===== config.mk =====
export PLATFORM = sky130hd
export DESIGN_NAME = prog_loader_flat
export DESIGN_NICKNAME = d
export VERILOG_FILES = /design/src/rtl/prog_loader_pkg.sv /design/src/rtl/prog_loader_if.sv /design/src/rtl/prog_loader.sv /design/src/flat_wrapper.sv
export SDC_FILE = /design/constraint.sdc
export NUM_CORES = 1
export LEC_CHECK = 0
export ABC_AREA = 1
export BUFFER_PORTS_ARGS = -buffer_cell sky130_fd_sc_hd__buf_2
export CAP_MARGIN = 25
export CORE_ASPECT_RATIO = 1.5
export CORE_MARGIN = 4
export CORE_UTILIZATION = 58
export DETAILED_ROUTE_END_ITERATION = 6
export PLACE_DENSITY = 0.92
export SKIP_CTS_REPAIR_TIMING = 1
export SYNTH_ARGS = -nofsm -noshare
export SYNTH_HDL_FRONTEND = slang
export SYNTH_SLANG_ARGS = --single-unit

===== constraint.sdc =====
create_clock -name CLK100MHZ -period 4.1 [get_ports CLK100MHZ]
set_input_delay 0.615 -clock CLK100MHZ [delete_from_list [all_inputs] [get_ports CLK100MHZ]]
set_output_delay 0.615 -clock CLK100MHZ [all_outputs]
set_load 0.01 [all_outputs]

===== src/rtl/prog_loader_pkg.sv =====
// Shared types and constants for the boot-time program loader.
// Optional feature macro: PROG_LOADER_CKSUM_EN adds the trailing XOR checksum state.
package prog_loader_pkg;

  localparam int         BYTE_W     = 8;
  localparam logic [7:0] CKSUM_SEED = 8'h00;

  typedef enum logic [3:0] {
    ST_IDLE    = 4'd0,
    ST_LEN_HI  = 4'd1,
    ST_LEN_LO  = 4'd2,
    ST_DATA_HI = 4'd3,
    ST_DATA_LO = 4'd4,
    ST_WRITE   = 4'd5,
`ifdef PROG_LOADER_CKSUM_EN
    ST_CKSUM   = 4'd6,
`endif
    ST_DONE    = 4'd7,
    ST_ERR     = 4'd8
  } state_e;

endpackage


===== src/rtl/prog_loader_if.sv =====
// Byte-stream valid/ready channel from the serial receiver into the loader.
// The receiver side is the master; the loader is the slave.
interface prog_loader_if;
  import prog_loader_pkg::*;

  logic [BYTE_W-1:0] rx_data;
  logic              rx_valid;
  logic              rx_ready;

  modport master (output rx_data, output rx_valid, input rx_ready);
  modport slave  (input rx_data, input rx_valid, output rx_ready);

endinterface


===== src/rtl/prog_loader.sv =====
// Boot-time program loader: assembles big-endian 16-bit words from a byte
// stream (LEN_HI, LEN_LO, 2*LEN data bytes) and writes them to the memory
// bank from address 0, keeping the CPU held until the image is complete.
// Optional feature macro: PROG_LOADER_CKSUM_EN appends an XOR checksum byte.
module prog_loader
  import prog_loader_pkg::*;
#(
  parameter int ADDR_W    = 8,
  parameter int DATA_W    = 16,
  parameter int MEM_DEPTH = 256
) (
  input  logic              CLK100MHZ,
  input  logic              rst,
  input  logic              start,
  prog_loader_if.slave      rx,
  output logic              ld_sel,
  output logic [ADDR_W-1:0] ld_addr,
  output logic [DATA_W-1:0] ld_data,
  output logic              ld_write,
  output logic              cpu_hold,
  output logic              busy,
  output logic              done,
  output logic              err,
  output logic [ADDR_W:0]   word_count
);

  localparam logic [16:0] DEPTH_LIM = 17'(MEM_DEPTH);

  state_e            state_q, state_d;
  logic [15:0]       len_q, len_d;
  logic [ADDR_W-1:0] addr_q, addr_d;
  logic [ADDR_W:0]   count_q, count_d;
  logic [DATA_W-1:0] word_q, word_d;
  logic              rxReady;
  logic              accept;
  logic [15:0]       lenFull;
  logic [ADDR_W:0]   countNext;
  logic              canStart;
  logic              lastWord;
`ifdef PROG_LOADER_CKSUM_EN
  logic [7:0]        cksum_q, cksum_d;
`endif

  assign rxReady   = (state_q == ST_LEN_HI) || (state_q == ST_LEN_LO) ||
                     (state_q == ST_DATA_HI) || (state_q == ST_DATA_LO)
`ifdef PROG_LOADER_CKSUM_EN
                     || (state_q == ST_CKSUM)
`endif
                     ;
  assign accept    = rx.rx_valid && rxReady;
  assign lenFull   = {len_q[15:8], rx.rx_data};
  assign countNext = count_q + 1'b1;
  assign canStart  = (state_q == ST_IDLE) || (state_q == ST_DONE) || (state_q == ST_ERR);
  assign lastWord  = (17'(countNext) == {1'b0, len_q});

  assign rx.rx_ready = rxReady;
  assign ld_write    = (state_q == ST_WRITE);
  assign ld_addr     = addr_q;
  assign ld_data     = word_q;
  assign word_count  = count_q;
  assign ld_sel      = (state_q != ST_DONE);
  assign cpu_hold    = (state_q != ST_DONE);
  assign busy        = !canStart;
  assign done        = (state_q == ST_DONE);
  assign err         = (state_q == ST_ERR);

  // Next-state logic: FSM sequencing, length capture, word assembly, counters.
  always_comb begin
    state_d = state_q;
    len_d   = len_q;
    addr_d  = addr_q;
    count_d = count_q;
    word_d  = word_q;
`ifdef PROG_LOADER_CKSUM_EN
    cksum_d = cksum_q;
    if (accept && (state_q != ST_CKSUM)) cksum_d = cksum_q ^ rx.rx_data;
`endif
    if (canStart && start) begin
      state_d = ST_LEN_HI;
      addr_d  = '0;
      count_d = '0;
`ifdef PROG_LOADER_CKSUM_EN
      cksum_d = CKSUM_SEED;
`endif
    end else begin
      case (state_q)
        ST_LEN_HI: if (accept) begin
          len_d[15:8] = rx.rx_data;
          state_d     = ST_LEN_LO;
        end
        ST_LEN_LO: if (accept) begin
          len_d = lenFull;
          if ((lenFull == 16'd0) || ({1'b0, lenFull} > DEPTH_LIM)) state_d = ST_ERR;
          else                                                     state_d = ST_DATA_HI;
        end
        ST_DATA_HI: if (accept) begin
          word_d  = {rx.rx_data, word_q[BYTE_W-1:0]};
          state_d = ST_DATA_LO;
        end
        ST_DATA_LO: if (accept) begin
          word_d  = {word_q[DATA_W-1:BYTE_W], rx.rx_data};
          state_d = ST_WRITE;
        end
        ST_WRITE: begin
          addr_d  = addr_q + 1'b1;
          count_d = countNext;
`ifdef PROG_LOADER_CKSUM_EN
          state_d = lastWord ? ST_CKSUM : ST_DATA_HI;
`else
          state_d = lastWord ? ST_DONE : ST_DATA_HI;
`endif
        end
`ifdef PROG_LOADER_CKSUM_EN
        ST_CKSUM: if (accept) begin
          state_d = (rx.rx_data == cksum_q) ? ST_DONE : ST_ERR;
        end
`endif
        default: state_d = state_q;
      endcase
    end
  end

  // State and datapath registers with synchronous reset.
  always_ff @(posedge CLK100MHZ) begin
    if (rst) begin
      state_q <= ST_IDLE;
      len_q   <= '0;
      addr_q  <= '0;
      count_q <= '0;
      word_q  <= '0;
`ifdef PROG_LOADER_CKSUM_EN
      cksum_q <= CKSUM_SEED;
`endif
    end else begin
      state_q <= state_d;
      len_q   <= len_d;
      addr_q  <= addr_d;
      count_q <= count_d;
      word_q  <= word_d;
`ifdef PROG_LOADER_CKSUM_EN
      cksum_q <= cksum_d;
`endif
    end
  end

endmodule


===== src/flat_wrapper.sv =====
// flat-port wrapper written by rule: the top's interface ports become plain ports
module prog_loader_flat import prog_loader_pkg::*;
#(
  parameter int ADDR_W    = 8,
  parameter int DATA_W    = 16,
  parameter int MEM_DEPTH = 256
)
  (CLK100MHZ, rst, start, ld_sel, ld_addr, ld_data, ld_write, cpu_hold, busy, done, err, word_count, rx_rx_data, rx_rx_valid, rx_rx_ready);
  prog_loader_if rx_i ();
  input  logic CLK100MHZ;
  input  logic rst;
  input  logic start;
  output logic ld_sel;
  output logic [ADDR_W-1:0] ld_addr;
  output logic [DATA_W-1:0] ld_data;
  output logic ld_write;
  output logic cpu_hold;
  output logic busy;
  output logic done;
  output logic err;
  output logic [ADDR_W:0] word_count;
  input wire logic [$bits(rx_i.rx_data)-1:0] rx_rx_data;
  input wire logic [$bits(rx_i.rx_valid)-1:0] rx_rx_valid;
  output wire logic [$bits(rx_i.rx_ready)-1:0] rx_rx_ready;
  assign rx_i.rx_data = rx_rx_data;
  assign rx_i.rx_valid = rx_rx_valid;
  assign rx_rx_ready = rx_i.rx_ready;
  prog_loader #(.ADDR_W(ADDR_W), .DATA_W(DATA_W), .MEM_DEPTH(MEM_DEPTH)) u_core (.CLK100MHZ(CLK100MHZ), .rst(rst), .start(start), .rx(rx_i), .ld_sel(ld_sel), .ld_addr(ld_addr), .ld_data(ld_data), .ld_write(ld_write), .cpu_hold(cpu_hold), .busy(busy), .done(done), .err(err), .word_count(word_count));
endmodule

==> flow_summary.ini <==
[worst_setup_path]
reg2reg_from = u_core.state_q[2]$_SDFFE_PP0P_
cp.arrival_ns = 2.58
worstSetupEndpoint = u_core.len_q[7]$_SDFFE_PP0P_
cp-startpoint = u_core.state_q[2]$_SDFFE_PP0P_
cp.required_ns = 4.30
rrSetupSlack_ns = 1.72
critPathLaunchType = register
crit_fanout = 22
crit_slowest_cell = nor2_2
path_class = register to register
cp_num_cells = 7
crit_family = simple AND/OR/NAND/NOR gates
crit_chain = nand2_2 -> nor2_2 -> a21oi_2 -> nor2_2 -> nand2_2 -> o21ai_0 -> a21oi_1
r2r_end = u_core.len_q[7]$_SDFFE_PP0P_
crit_buf_inv = 0
r2r_cells = 7
max_stage_delay_ns = 0.60
end_kind = register

[power]
p_seq_share_pct = 52.3
leakage_nw = 1.25
power.density_nw_per_um2 = 353
sw_frac_of_total_pct = 25.5
pwr-share-comb_pct = 11.3
p_int_mw = 0.760
ir_drop_v = 0.000340
p_clk_share_pct = 36.4
power.switching_mw = 0.260

[floorplan]
fp.dieH_microns = 89.0
fp.dieW_microns = 62.0
io_pins = 52
die-area_sq_um = 5510
rows = 29
start_util_pct = 59.7
core_sq_um = 4250

[routing]
vias = 2511
drtPass1Iterations = 5
drt_iter0_drc = 109
routed_wl_mm = 6.02
drc_errors = 0
vias_per_cell = 5.62
wl_per_cell_microns = 13.5
ant_nets = 0

[grt]
grt_antenna_before_repair = 0
grt_remaining_overflow = 0
grt_pass1_wl_mm = 9.94
grt_util_all_layers_pct = 23.7
grt_pass1_vias = 2302
grt_max_degree = 23

[placement]
hpwl_mm = 4.51
port_buffers = 51
placed_cell_area_sq_um = 2770
placedCellCount = 439
gp_congestion = 0.839

[synthesis]
syn_nets = 369
yosysTopAreaCell = dfxtp_1
syn_inst = 355
yosysUniqueCellTypes = 29
ys_ff_latch = 53
avgSynthCellArea_sq_um = 7.14
synth_warnings = 0
syn-cell-area_sq_um = 2530
synth_area_leaders = dfxtp_1 (42%), nand2_1 (9.3%), a21oi_1 (8.7%), nand3_1 (6.7%), inv_1 (5.6%)
synth_seq_area_share_pct = 41.9
synth.top_cell.area_share_pct = 41.9

[run_status]
status = completed

[cells_and_area]
layoutNonFillerInstCount = 447
layout_common_cells = nand2_1 (63), dfxtp_1 (53), buf_2 (51)
layout_commonest_cell = nand2_1
num_antenna_cells = 0
fin_area_sq_um = 2890
drive_above_1_share_pct = 21.4
nets = 414
syn_to_final_growth_pct = 14.1

[clock_tree]
h-tree-depth = 2
cts_tree = yes
clockRootBuffer = clkbuf_8
worstSkewPairLatency_ns = 0.31
cts-buffers-inserted = 5
cts_sinks = 53
cts.clk_slew.worst_paths_ns = 0.09
clockBufferDepth = 2

[timing]
clock_skew_ns = 0.00594
tightest_slew_ns = 0.758
setup_tns_ns = 0
max_slew_margin_pct = 49.4
rsz0062_at_grt = false
finalSetupViolations = 0
layout_min_cycle_time_ns = 2.38
period_share_pct = 58.0
fmax_mhz = 421
finalHoldViolations = 0
final_max_slew_viol_count = 0

[hold_path]
min_path_type = register to register
worstHoldPathCells = 2

[job]
drv_cap = 0
[tightest hold or removal path: stages (launching register included)]
cell and delay [ns]:
dfxtp_1 0.31, inv_1 0.06, a21oi_1 0.05
[power groups by stage]
stage	sequential, mW	clock [mW]	combinational, mW
floorplan	0.544	0	0.0851
global placement	0.545	0	0.110
detailed placement	0.546	0	0.114
CTS	0.533	0.377	0.115
global route	0.535	0.396	0.131
finish	0.534	0.371	0.115
[registers in the layout, summed over array words and instances (netlist names)]
register           cells
u_core.len_q          16
u_core.ld_addr         8
u_core.state_q         4
u_core.ld_data        16
u_core.word_count      9
[layout make-up]
cell class / count / area (sq um)
inverters: 44 / 165
clock inverters: 2 / 37.5
repair buffers: 51 / 255
fillers: 351 / 1350
flip-flops and latches: 53 / 1060
clock buffers: 6 / 82.6
well taps: 46 / 57.6
multi-input cells: 245 / 1230
[synthesized netlist by cell type, drive strengths merged]
cell	number
nor2	35
buf	7
nand2	73
a31oi	1
nor3	8
a211oi	5
ha	2
nor3b	1
a21oi	46
nand3	34
clkbuf	6
o21ai	23
xor2	3
inv	44
nand4	11
dfxtp	53
xnor2	2
and3	1
[how the worst min path moves through the flow]
| stage | startpoint | slack, ns | to |
|---|---|---|---|
| detailed placement | u_core.len_q[12]$_SDFFE_PP0P_ | 0.45 | u_core.len_q[12]$_SDFFE_PP0P_ |
| global placement | u_core.len_q[13]$_SDFFE_PP0P_ | 0.43 | u_core.len_q[13]$_SDFFE_PP0P_ |
| floorplan | u_core.len_q[13]$_SDFFE_PP0P_ | 0.42 | u_core.len_q[13]$_SDFFE_PP0P_ |
| finish | u_core.len_q[14]$_SDFFE_PP0P_ | 0.46 | u_core.len_q[14]$_SDFFE_PP0P_ |
| global route | u_core.len_q[12]$_SDFFE_PP0P_ | 0.48 | u_core.len_q[12]$_SDFFE_PP0P_ |
| CTS | u_core.len_q[12]$_SDFFE_PP0P_ | 0.46 | u_core.len_q[12]$_SDFFE_PP0P_ |
[through the flow]
| step | setup slack (ns) | power, mW | utilization [%] | hold slack [ns] |
|---|---|---|---|---|
| 3_3_place_gp | 1.94 | 0.655 | 65.3 | 0.434 |
| 5_1_grt | 1.45 | 1.06 | 68.1 | 0.475 |
| 6_report | 1.72 | 1.02 | 68.1 | 0.458 |
| 3_5_place_dp | 1.77 | 0.660 | 65.3 | 0.446 |
| 4_1_cts | 1.74 | 1.03 | 68.1 | 0.461 |
| 2_1_floorplan | 2.44 | 0.630 | - | 0.424 |
[logic make-up after synthesis]
family	count (synthesis)	synth area share, %
adder cells (fa/ha/maj)	2	0.987
XOR/XNOR	5	1.73
AO/OA/AOI/OAI	75	15.6
AND/OR/NAND/NOR	163	30.3
buffers and inverters	57	9.53
flip-flops	53	41.9
[layer usage]
layer  track usage [%]  vias to the layer above  share of wire (%)
met5                 0                        -                  0
met4              13.3                        0                4.1
met3              4.91                       26                5.8
met2              38.9                       92                 50
met1              27.7                     1139                 40
li1                  -                     1254                  -
(Power assumes the default switching activity.)
